--- config.mk ---
export PLATFORM = sky130hd
export DESIGN_NAME = shot_traj_flat
export DESIGN_NICKNAME = d
export VERILOG_FILES = /design/src/rtl/shot_traj_if.sv /design/src/rtl/shot_traj.sv /design/src/flat_wrapper.sv
export SDC_FILE = /design/constraint.sdc
export NUM_CORES = 1
export LEC_CHECK = 0
export CELL_PAD_IN_SITES_DETAIL_PLACEMENT = 1
export CELL_PAD_IN_SITES_GLOBAL_PLACEMENT = 1
export CORE_ASPECT_RATIO = 0.75
export CORE_UTILIZATION = 43
export DETAILED_ROUTE_END_ITERATION = 16
export PLACE_DENSITY = 0.82
export SLEW_MARGIN = 20
export SYNTH_ARGS = -nofsm -noshare
export SYNTH_HDL_FRONTEND = slang
export SYNTH_SLANG_ARGS = --single-unit
--- constraint.sdc ---
create_clock -name clk -period 4.7 [get_ports clk]
set_input_delay 1.175 -clock clk [delete_from_list [all_inputs] [get_ports clk]]
set_output_delay 1.175 -clock clk [all_outputs]
set_load 0.01 [all_outputs]
--- src/rtl/shot_traj_if.sv ---
// Shot trajectory bus: launch/aim/pacing inputs and shot position/status outputs.
interface shot_traj_if;
   logic       fire;
   logic       step_tick;
   logic       hit;
   logic [4:0] x_pos;
   logic [4:0] run;
   logic [4:0] rise;
   logic       dir;
   logic [4:0] shot_x;
   logic [4:0] shot_y;
   logic       shot_active;
   logic       shot_done;
   logic       shot_hit;

   // Upstream/environment side: drives aim and pacing, observes the shot.
   modport master (
      output fire, step_tick, hit, x_pos, run, rise, dir,
      input  shot_x, shot_y, shot_active, shot_done, shot_hit
   );

   // Trajectory engine side.
   modport slave (
      input  fire, step_tick, hit, x_pos, run, rise, dir,
      output shot_x, shot_y, shot_active, shot_done, shot_hit
   );
endinterface

--- src/rtl/shot_traj.sv ---
// Projectile trajectory engine: latches the aim vector on fire, steps the shot
// one move per tick across a 32-column field, reflecting off the side walls,
// and ends the flight on a collision hit or when the next step passes Y_MAX.
module shot_traj #(
   parameter int unsigned Y_MAX = 15
) (
   input logic        clk,
   input logic        reset,
   shot_traj_if.slave bus
);

   typedef enum logic [1:0] {
      IDLE = 2'd0,
      FLY  = 2'd1,
      DONE = 2'd2
   } state_t;

   localparam logic [5:0] Y_LIMIT = 6'(Y_MAX);

   state_t     state;
   logic [4:0] run_l;
   logic [4:0] rise_l;
   logic       dir_l;
   logic [4:0] x_r;
   logic [4:0] y_r;
   logic       active_r;
   logic       done_r;
   logic       hit_r;

   logic [5:0] x6;
   logic [5:0] run6;
   logic [5:0] x_sum;
   logic [5:0] y_sum;
   logic [4:0] next_x;
   logic       next_dir;
   logic       y_over;

   assign x6     = {1'b0, x_r};
   assign run6   = {1'b0, run_l};
   assign x_sum  = x6 + run6;
   assign y_sum  = {1'b0, y_r} + {1'b0, rise_l};
   assign y_over = (y_sum > Y_LIMIT);

   // Next column and direction; a wall crossing folds the overshoot back into
   // the field and reverses travel, so the result stays within 0..31.
   always_comb begin
      next_x   = x_r;
      next_dir = dir_l;
      if (!dir_l) begin
         if (run6 > x6) begin
            next_x   = 5'(run6 - x6);
            next_dir = 1'b1;
         end else begin
            next_x = 5'(x6 - run6);
         end
      end else begin
         if (x_sum > 6'd31) begin
            next_x   = 5'(6'd62 - x_sum);
            next_dir = 1'b0;
         end else begin
            next_x = 5'(x_sum);
         end
      end
   end

   // Flight FSM with registered position and status outputs.
   always_ff @(posedge clk) begin
      if (!reset) begin
         state    <= IDLE;
         run_l    <= '0;
         rise_l   <= '0;
         dir_l    <= 1'b0;
         x_r      <= '0;
         y_r      <= '0;
         active_r <= 1'b0;
         done_r   <= 1'b0;
         hit_r    <= 1'b0;
      end else begin
         case (state)
            IDLE: begin
               done_r <= 1'b0;
               if (bus.fire && (bus.rise != 5'd0)) begin
                  run_l    <= bus.run;
                  rise_l   <= bus.rise;
                  dir_l    <= bus.dir;
                  x_r      <= bus.x_pos;
                  y_r      <= '0;
                  active_r <= 1'b1;
                  hit_r    <= 1'b0;
                  state    <= FLY;
               end
            end
            FLY: begin
               if (bus.hit) begin
                  active_r <= 1'b0;
                  done_r   <= 1'b1;
                  hit_r    <= 1'b1;
                  state    <= DONE;
               end else if (bus.step_tick) begin
                  if (y_over) begin
                     active_r <= 1'b0;
                     done_r   <= 1'b1;
                     hit_r    <= 1'b0;
                     state    <= DONE;
                  end else begin
                     y_r   <= 5'(y_sum);
                     x_r   <= next_x;
                     dir_l <= next_dir;
                  end
               end
            end
            DONE: begin
               done_r <= 1'b0;
               state  <= IDLE;
            end
            default: begin
               active_r <= 1'b0;
               done_r   <= 1'b0;
               state    <= IDLE;
            end
         endcase
      end
   end

   assign bus.shot_x      = x_r;
   assign bus.shot_y      = y_r;
   assign bus.shot_active = active_r;
   assign bus.shot_done   = done_r;
   assign bus.shot_hit    = hit_r;

endmodule

--- src/flat_wrapper.sv ---
// flat-port wrapper written by rule: the top's interface ports become plain ports
module shot_traj_flat 
#(
   parameter int unsigned Y_MAX = 15
)
  (clk, reset, bus_fire, bus_step_tick, bus_hit, bus_x_pos, bus_run, bus_rise, bus_dir, bus_shot_x, bus_shot_y, bus_shot_active, bus_shot_done, bus_shot_hit);
  shot_traj_if bus_i ();
  input logic clk;
  input logic reset;
  input wire logic [$bits(bus_i.fire)-1:0] bus_fire;
  input wire logic [$bits(bus_i.step_tick)-1:0] bus_step_tick;
  input wire logic [$bits(bus_i.hit)-1:0] bus_hit;
  input wire logic [$bits(bus_i.x_pos)-1:0] bus_x_pos;
  input wire logic [$bits(bus_i.run)-1:0] bus_run;
  input wire logic [$bits(bus_i.rise)-1:0] bus_rise;
  input wire logic [$bits(bus_i.dir)-1:0] bus_dir;
  output wire logic [$bits(bus_i.shot_x)-1:0] bus_shot_x;
  output wire logic [$bits(bus_i.shot_y)-1:0] bus_shot_y;
  output wire logic [$bits(bus_i.shot_active)-1:0] bus_shot_active;
  output wire logic [$bits(bus_i.shot_done)-1:0] bus_shot_done;
  output wire logic [$bits(bus_i.shot_hit)-1:0] bus_shot_hit;
  assign bus_i.fire = bus_fire;
  assign bus_i.step_tick = bus_step_tick;
  assign bus_i.hit = bus_hit;
  assign bus_i.x_pos = bus_x_pos;
  assign bus_i.run = bus_run;
  assign bus_i.rise = bus_rise;
  assign bus_i.dir = bus_dir;
  assign bus_shot_x = bus_i.shot_x;
  assign bus_shot_y = bus_i.shot_y;
  assign bus_shot_active = bus_i.shot_active;
  assign bus_shot_done = bus_i.shot_done;
  assign bus_shot_hit = bus_i.shot_hit;
  shot_traj #(.Y_MAX(Y_MAX)) u_core (.clk(clk), .reset(reset), .bus(bus_i));
endmodule
==> impl_metrics.yaml, run 1 <==
status:
  status: "completed"
die:
  num_io_pins: 34
  dieArea_mm2: 0.004908
  start_util_pct: 44.83
  fp-row-count: 21
  die_w_um: 80.57
  coreArea_mm2: 0.004441
  die_h_um: 60.93
logic_synthesis:
  synth_fa_ha_area_share_pct: 17.22
  syn_inst: 238
  avgSynthCellArea_um2: 8.364
  yosys_warnings: 0
  synth_nets: 284
  synth_area_leaders: "dfxtp_1, ha_1, a21oi_1"
  synth_top_area_share_pct: 26.15
  synth_top_flop_cell: "dfxtp_1"
  ys_ff_latch: 26
  ys_types: 57
  synth_mux_area_share_pct: 5.028
  yosysSeqAreaShare_pct: 26.15
  synth_edf_count: 0
  yosys.area.top_type: "dfxtp_1"
  netlist_area_mm2: 0.001991
  synth-xor-area-share_pct: 2.640
  async_flop_share_pct: 0
  synth_compound_area_share_pct: 23.19
  yosys.area_share.simple_pct: 19.74
  synth_top_family_by_area: "compound AO/OA/AOI/OAI gates"
detailed_routing:
  wl_per_cell_um: 16.57
  first_pass_iters: 4
  routed-via-count: 1790
  ant_nets: 0
  dr.first_iter.drc_count: 78
  viasPerCell: 5.559
  drc_errors: 0
  drt-total-wl_um: 5335
pwr:
  switchingPower_uw: 232.3
  clkPwrFrac_pct: 22.7
  ir_worst_vdd_mv: 0.1507
  seqPwrFrac_pct: 39.3
  pwr-share-comb_pct: 38.0
  p_sw_share_pct: 35.78
  p_int_uw: 416.9
  power_leakage_nw: 1.026
  p_per_area_mw_per_mm2: 271.1
setup_path:
  critPathTopFamily: "compound AO/OA/AOI/OAI gates"
  critPathKind: "input pin to flop"
  endpoint_kind: "flop"
  cp-start-kind: "input pin"
  cp_num_buf_inv: 1
  path_cells: "clkdlybuf4s50_1, or4_4, o21ai_4, o21ai_2, o21a_1, a21oi_1, a211oi_1"
  cp_slowest_stage_delay_ns: 0.56
  cpMaxStageDelayCell: "or4_4"
  worstPathRequired_ns: 4.83
  worstPathArrival_ns: 3.35
  path_max_fanout: 15
sta:
  post-route-period-util_pct: 68.62
  setup_slack_ns: 1.475
  period_minus_slack_ns: 3.225
  setup_viol: 0
  maxSlewHeadroom_pct: 41.92
  tightest_slew_ns: 0.8695
  fmax_mhz: 310.1
  setup_tns_ns: 0
  hold_viol: 0
  rsz0062_at_grt: "no"
  maxSlewViolCount: 0
  skew_ns: 0.005472
grt:
  antenna_found_initial: 0
  grt_overflow: 0
  gr-usage-all-layers_pct: 22.63
  grt_pass1_vias: 1673
  grt_pass1_wl_um: 8335
  grt_max_degree: 22
clocking:
  clock_latency_ns: 0.27
  cts_buffers: 3
  cts-root-buf: "clkbuf_8"
  cts.reportedPaths.clkPinSlew_ns: 0.09
  cts_tree: "done"
  postCtsResizedCells: 0
  cts_buffer_depth: 2
  cts_hold_buf: 0
  post_cts_buffers: 0
  h-tree-depth: 1
  clock-sinks: 26
final_layout:
  drive_above_1_share_pct: 6.038
  syn2layout_area_growth_pct: 20.30
  nNetsFinal: 312
  multi_input_area_mm2: 0.001350
  nFillCells: 528
  regArea_um2: 520.5
  final_util_pct: 53.93
  fin_cells: 322
  n_antenna_cell: 0
placed_design:
  portBuffers: 33
  dp_cells: 318
  hpwl_um: 4200
  gp_congestion: 0.8633
  place_ws_ns: 1.224
run:
  maxCapViolCount: 0
hold_path:
  min_path_type: "flop to flop"
[cells in the final DEF (no fill, tap or decap), types with 2 or more instances in the layout]
master / instances
a211oi_1: 2
o21ai_2: 2
xnor2_1: 4
xor2_1: 2
o21ai_0: 6
dfxtp_1: 26
nor3_1: 3
fa_1: 4
nand3_1: 9
a31oi_1: 3
nor2b_1: 2
nor2_1: 16
a21oi_1: 25
nand2_1: 29
o21a_1: 4
clkbuf_8: 4
mux2i_1: 10
nand4b_1: 2
inv_1: 18
ha_1: 21
and3_1: 2
clkdlybuf4s50_1: 33
a21o_1: 2
a22oi_1: 2
nand2b_1: 4
[through the flow]
| stage | power (mW) | hold WS (ns) | cell area [µm²] |
|---|---|---|---|
| after floorplan | 0.4289 | 0.4400 | 1991 |
| after global placement | 0.4979 | 0.4370 | 2340 |
| after detailed placement | 0.5046 | 0.4450 | 2340 |
| after CTS | 0.6512 | 0.4579 | 2395 |
| after global routing | 0.6898 | 0.4893 | 2395 |
| final | 0.6492 | 0.4546 | 2395 |
[layer usage]
layer  share of wire, %  global-route usage [%]  vias up
met2                 42                   33.90       33
li1                   -                       -      892
met3                3.0                   3.759        6
met1                 54                   33.85      859
met4               0.90                   5.102        0
met5                  0                       0        -
[kinds of logic (layout without fill, tap and decap cells)]
| family | count (synthesis) | count (layout) |
|---|---|---|
| flops | 26 | 26 |
| simple gates | 78 | 78 |
| xor+xnor | 6 | 6 |
| compound gates | 65 | 65 |
| fa+ha+maj | 25 | 25 |
| mux | 10 | 10 |
| buf+inv | 28 | 55 |
[area by class of cell]
type	instances	area share (%)
tap	57	2.978
clock buffer	4	2.299
timing repair buffer	33	13.79
sequential	26	21.73
inverter	18	2.821
multi-input combinational	184	56.37
[cell usage after synthesis, drive strengths merged, types with 3 or more instances]
cell	n
o21a	4
a21oi	25
nand2	29
xnor2	4
mux2i	10
nor3	3
dfxtp	26
a211oi	3
clkbuf	5
nand3	9
nand2b	4
a31oi	3
buf	5
ha	21
inv	18
fa	4
and3	3
o21ai	10
nor2	17
[worst min-delay path: cells and delay by family (launching register included)]
| kind | cells | cell delay [ns] |
|---|---|---|
| DFF | 1 | 0.32 |
| AOI/OAI and AO/OA | 1 | 0.05 |
| buffers and inverters | 1 | 0.05 |
[sequential cells by signal, indices dropped and copies added, names as in the netlist]
register / count
u_core.bus.shot_active: 1
u_core.bus.shot_done: 1
u_core.bus.shot_hit: 1
u_core.bus.shot_x: 5
u_core.bus.shot_y: 5
u_core.dir_l: 1
u_core.rise_l: 5
u_core.run_l: 5
u_core.state: 2
[power groups by stage]
stage | clock network (mW) | registers, mW | logic, mW
after floorplan | 0 | 0.256 | 0.173
final | 0.147 | 0.255 | 0.247
after detailed placement | 0 | 0.260 | 0.244
after global placement | 0 | 0.259 | 0.239
after CTS | 0.150 | 0.255 | 0.246
after global routing | 0.160 | 0.258 | 0.271
[path summary, 6_finish.rpt]
kind / depth (start not counted) / endpoint / slack (ns) / from
worst max-delay path: 7 / u_core.dir_l / 1.47 / bus_rise[1]
worst min-delay path: 2 / u_core.bus.shot_done / 0.45 / u_core.bus.shot_done
worst max register to register: 8 / u_core.bus.shot_x[4] / 2.05 / u_core.bus.shot_x[2]
worst min register to register: 2 / u_core.bus.shot_done / 0.45 / u_core.bus.shot_done
Note: power is estimated with default switching activity, not from simulation.
==> run 2, diff against run 1 <==
Settings changed: CORE_UTILIZATION 43 to 40, PLACE_DENSITY 0.82 to 0.77.
Clock period 4.7 ns to 3 ns, I/O delays scaled along.
==> impl_metrics.yaml, run 2 (synthesis results as in run 1) <==
pwr:
  ir_worst_vdd_mv: 0.1919
  p_per_area_mw_per_mm2: 425.7
  power_leakage_nw: 1.050
  p_total_mw: 1.035
setup_path:
  rr_worst_depth: 8
  critPathTopFamily: "compound AO/OA/AOI/OAI gates"
  worstPathArrival_ns: 2.73
  worstPathRequired_ns: 3.14
  path_cells: "inv_1, ha_1, and2b_4, o31ai_1, nand2_1, a311oi_1, o21a_1, o32ai_2"
  critPathKind: "flop to flop"
  cpMaxStageDelayCell: "ha_1"
  endpoint_kind: "flop"
  cp_slowest_stage_delay_ns: 0.56
  cp_num_buf_inv: 1
  path_depth: 8
  cp-start-kind: "flop"
  path_max_fanout: 13
  r2r_setup_slack_ns: 0.41
clocking:
  postCtsResizedCells: 0
  cts-root-buf: "clkbuf_8"
  clock_latency_ns: 0.28
  cts_buffer_depth: 2
  clock-sinks: 26
  h-tree-depth: 1
  post_cts_buffers: 0
  cts_buffers: 3
  cts_tree: "done"
  cts.reportedPaths.clkPinSlew_ns: 0.10
  cts_hold_buf: 0
placed_design:
  place_ws_ns: 0.3348
  hpwl_um: 4379
  gp_congestion: 0.8267
  portBuffers: 33
final_layout:
  syn2layout_area_growth_pct: 22.19
  final_util_pct: 52.60
  final_cell_mix: "clkdlybuf4s50_1, nand2_1, dfxtp_1"
  drive_above_1_share_pct: 7.778
  n_antenna_cell: 0
  nNetsFinal: 317
  final_common_cell: "clkdlybuf4s50_1"
die:
  start_util_pct: 43.05
  fp-row-count: 21
  num_io_pins: 34
  coreArea_mm2: 0.004624
  die_w_um: 83.46
  die_h_um: 63.10
  dieArea_mm2: 0.005266
hold_path:
  min_path_type: "flop to flop"
  min_path_cells: 2
detailed_routing:
  wl_per_cell_um: 17.08
  first_pass_iters: 4
  drt-total-wl_um: 5585
  dr.first_iter.drc_count: 97
  ant_nets: 0
  drc_errors: 0
  routed-via-count: 1804
  viasPerCell: 5.517
grt:
  grt_max_degree: 22
  grt_pass1_wl_um: 9666
  antenna_found_initial: 0
  grt_pass1_vias: 1854
  gr-usage-all-layers_pct: 23.04
  grt_overflow: 0
sta:
  period_minus_slack_ns: 2.592
  setup_slack_ns: 0.4079
  skew_ns: 0.006238
  hold_viol: 0
  maxSlewViolCount: 0
  rsz0062_at_grt: "no"
  setup_tns_ns: 0
  post-route-period-util_pct: 86.40
  setup_viol: 0
  fmax_mhz: 385.8
  maxSlewHeadroom_pct: 49.83
  tightest_slew_ns: 0.7517
run:
  maxCapViolCount: 0
status:
  status: "completed"
[run 2: worst paths after layout]
kind | startpoint | to
max | u_core.bus.shot_x[2] | u_core.bus.shot_x[4]
max reg2reg | u_core.bus.shot_x[2] | u_core.bus.shot_x[4]
min reg2reg | u_core.bus.shot_done | u_core.bus.shot_done
min | u_core.bus.shot_done | u_core.bus.shot_done
[run 2: cell type report]
type                    instances  area [µm²]
inverters                      18       67.56
multi-input cells             184        1350
well taps                      57       71.32
clock buffers                   4       55.05
flip-flops and latches         26       520.5
repair buffers                 38       367.9
fillers                       561        2192
[run 2: worst register-to-register path, stage by stage, from the launching register on]
cell,delay [ns]
dfxtp_1,0.40
inv_1,0.08
ha_1,0.56
and2b_4,0.27
o31ai_1,0.38
nand2_1,0.22
a311oi_1,0.29
o21a_1,0.19
o32ai_2,0.07
[run 2: metal layers]
layer	track usage [%]	vias up	share of wire, %
met5	0	-	0
met4	4.237	0	0.68
met3	4.063	4	3.5
met1	34.22	858	53
li1	-	904	-
met2	35.14	38	42
[run 2: stage by stage]
stage	hold WS [ns]	instances	instance area, µm²
5_1_grt	0.4887	327	2432
6_report	0.4528	327	2432
4_1_cts	0.4593	327	2432
3_3_place_gp	0.4343	323	2377
2_1_floorplan	0.4400	238	1991
3_5_place_dp	0.4449	323	2377
[run 2: power by group]
| part | switching, mW | internal [mW] |
|---|---|---|
| Clock | 0.117 | 0.118 |
| Sequential | 0.0277 | 0.369 |
| Combinational | 0.229 | 0.176 |
==> variant, RTL diff (config.mk and constraints of run 2) <==
Encoding of `state_t`: now one-hot (3 bits for 3 states).
--- a/src/rtl/shot_traj.sv
+++ b/src/rtl/shot_traj.sv
@@ -9,10 +9,10 @@
    shot_traj_if.slave bus
 );
 
-   typedef enum logic [1:0] {
-      IDLE = 2'd0,
-      FLY  = 2'd1,
-      DONE = 2'd2
+   typedef enum logic [2:0] {
+      IDLE = 3'b001,
+      FLY  = 3'b010,
+      DONE = 3'b100
    } state_t;
 
    localparam logic [5:0] Y_LIMIT = 6'(Y_MAX);
Behaviour: same outputs for any inputs over 4 cycles, from zero or initial values and one cycle with reset low; so few cycles prove little.
==> variant against run 2 <==
Power fell by 6.4%. Clock skew about the same. Worst hold slack got worse by 1.1 ps. Wire length fell by 2.8%. Final area increased by 2.3%. Area after synthesis is 0.82% higher. Sequential cell count grew 1. Worst setup slack got worse by 41 ps. Critical path type unchanged.
==> variant: results (changes against run 2) <==
set qor(number_of_gates_resized_after_cts) 0 ;# unchanged
set qor(groute.usage.overall) 0.2182 ;# -0.01220
set qor(diodes) 0 ;# unchanged
set qor(synth.yosys.seq_area_share) 0.2693 ;# +0.007856
set qor(dr_total_vias) 1802 ;# -0.11%
set qor(clock_root_cell) {sky130_fd_sc_hd__clkbuf_8}
set qor(cell_with_the_biggest_individual_delay_on_the_critical_path) {sky130_fd_sc_hd__o21ai_2}
set qor(r2r.worst_path.cells) 9 ;# +1
set qor(post_synth_inst_count) 239 ;# +0.42%
set qor(critical-path-max-stage-delay_ps) 480 ;# -80 ps
set qor(source_of_the_worst_register_to_register_timing_path) {u_core.bus.shot_y[0]}
set qor(ctsHtreeMaxLevel) 1 ;# unchanged
set qor(clkTransAtPathRegs_ps) 100 ;# about the same
set qor(synth.distinct_cells) 49 ;# -14%
set qor(p_leak_nw) 1.044 ;# -0.62%
set qor(place_congestion) 0.7847 ;# -5.1%
set qor(total_wirelength_um) 5430 ;# -2.8%
set qor(placement.io_buffers) 33 ;# unchanged
set qor(status) {finished, final reports clean}
set qor(dp_cells) 329 ;# +1.9%
set qor(worst_clock_skew_ps) 5.768 ;# -0.4708 ps
set qor(cts_setup_buffers) 0 ;# unchanged
set qor(grt_first_pass_wirelength_um) 9287 ;# -3.9%
set qor(drt_pre_antenna_iters) 4 ;# unchanged
set qor(total_half_perimeter_wirelength_after_legalization_and_detailed_placement_um) 4289 ;# -2.1%
set qor(ys_async_sr_fraction) 0 ;# unchanged
set qor(yosys_most_used_dff) {sky130_fd_sc_hd__dfxtp_1}
set qor(setup.reg_to_reg.worst_slack_ps) 370 ;# -40 ps
set qor(worst_slew_pin_slew_ps) 505.8 ;# -245.9 ps
set qor(clock_path_buffers) 2 ;# unchanged
set qor(yosys_warnings) 0 ;# unchanged
set qor(cts_made_buffers) 3 ;# unchanged
set qor(critical_path.reg2reg.endpoint) {u_core.bus.shot_x[3]}
set qor(synthesis.nets) 285 ;# +0.35%
set qor(worstHoldEndpoint) {u_core.bus.shot_done}
set qor(worst_hold_path_depth) 2 ;# unchanged
set qor(worstPathArrival_ps) 2850 ;# +120 ps
set qor(synth_top_cells_by_count) {sky130_fd_sc_hd__nand2_1, sky130_fd_sc_hd__dfxtp_1, sky130_fd_sc_hd__ha_1, sky130_fd_sc_hd__inv_1, sky130_fd_sc_hd__a21boi_0}
set qor(grt_max_degree) 22 ;# unchanged
set qor(netlist_top_cells_area) {sky130_fd_sc_hd__dfxtp_1, sky130_fd_sc_hd__ha_1, sky130_fd_sc_hd__nand2_1}
set qor(drt-initial-drc-count) 44 ;# -55%
set qor(grt_antenna_before_repair) 0 ;# unchanged
set qor(drive_gt1_frac) 0.09420 ;# +0.01643
set qor(critPathMaxFanout) 10 ;# -3
set qor(num-nets-final) 323 ;# +1.9%
set qor(worst_skew_pair.late_latency_ps) 270
set qor(viasPerCell) 5.411 ;# -1.9%
set qor(ir_drop_mv) 0.2296 ;# +20%
set qor(drt.antenna.violating_nets) 0 ;# unchanged
set qor(hp-class) {flip-flop to flip-flop}
set qor(holdCritStartpoint) {u_core.bus.shot_done}
[variant: cell families (layout without fill, tap and decap cells)]
logic type / count (synthesis) / in the layout / synth area share
AOI/OAI and AO/OA: 62 / 62 / 0.2251
adders and majority gates: 25 / 25 / 0.1708
and+or+nand+nor: 83 / 83 / 0.2064
xor gates and xnor gates: 9 / 9 / 0.03928
buffers and inverters: 26 / 63 / 0.05050
DFF: 27 / 27 / 0.2693
muxes: 7 / 7 / 0.03865
[variant: metal layers]
layer	up-vias	routed length [um]	share of wire	track usage
met5	-	0	0	0
met4	0	30	0.0055	0.02542
met3	4	238	0.044	0.03539
met2	42	2114	0.39	0.3039
met1	853	3046	0.56	0.3532
li1	903	-	-	-
[variant: where the power goes]
part / switching (mW) / internal (mW) / total (mW)
registers: 0.0227 / 0.378 / 0.401
clock network: 0.116 / 0.0931 / 0.209
logic: 0.185 / 0.174 / 0.359
total: 0.324 / 0.645 / 0.969
[variant: worst max path at each step]
stage | to | start
2_1_floorplan | u_core.bus.shot_x[4] | u_core.bus.shot_x[1]
3_3_place_gp | u_core.bus.shot_x[0] | bus_rise[0]
3_5_place_dp | u_core.bus.shot_x[0] | bus_rise[0]
4_1_cts | u_core.bus.shot_x[4] | u_core.bus.shot_x[3]
5_1_grt | u_core.bus.shot_x[3] | u_core.bus.shot_y[0]
6_report | u_core.bus.shot_x[3] | u_core.bus.shot_y[0]
[variant: per-stage QoR]
step           worst slack [ps]  area (um^2)  hold slack (ps)
2_1_floorplan             564.4         2007            447.2
3_3_place_gp              349.5         2442            434.4
3_5_place_dp              298.0         2442            443.5
4_1_cts                   368.9         2489            457.0
5_1_grt                   140.8         2489            476.3
6_report                  367.0         2489            451.7
[variant: area by class of cell]
cell class	instances	area (um^2)
Inverter	16	60.06
Timing Repair Buffer	43	405.4
Sequential cell	27	540.5
Multi-Input combinational cell	186	1365
Fill cell	556	2136
Clock inverter	1	5.005
Tap cell	57	71.32
Clock buffer	3	41.29
[variant: critical path: cells and delay by family (launching register included)]
family | cells | cell delay, ps
AOI/OAI and AO/OA | 7 | 1570
adders and majority gates | 2 | 670
DFF | 1 | 340
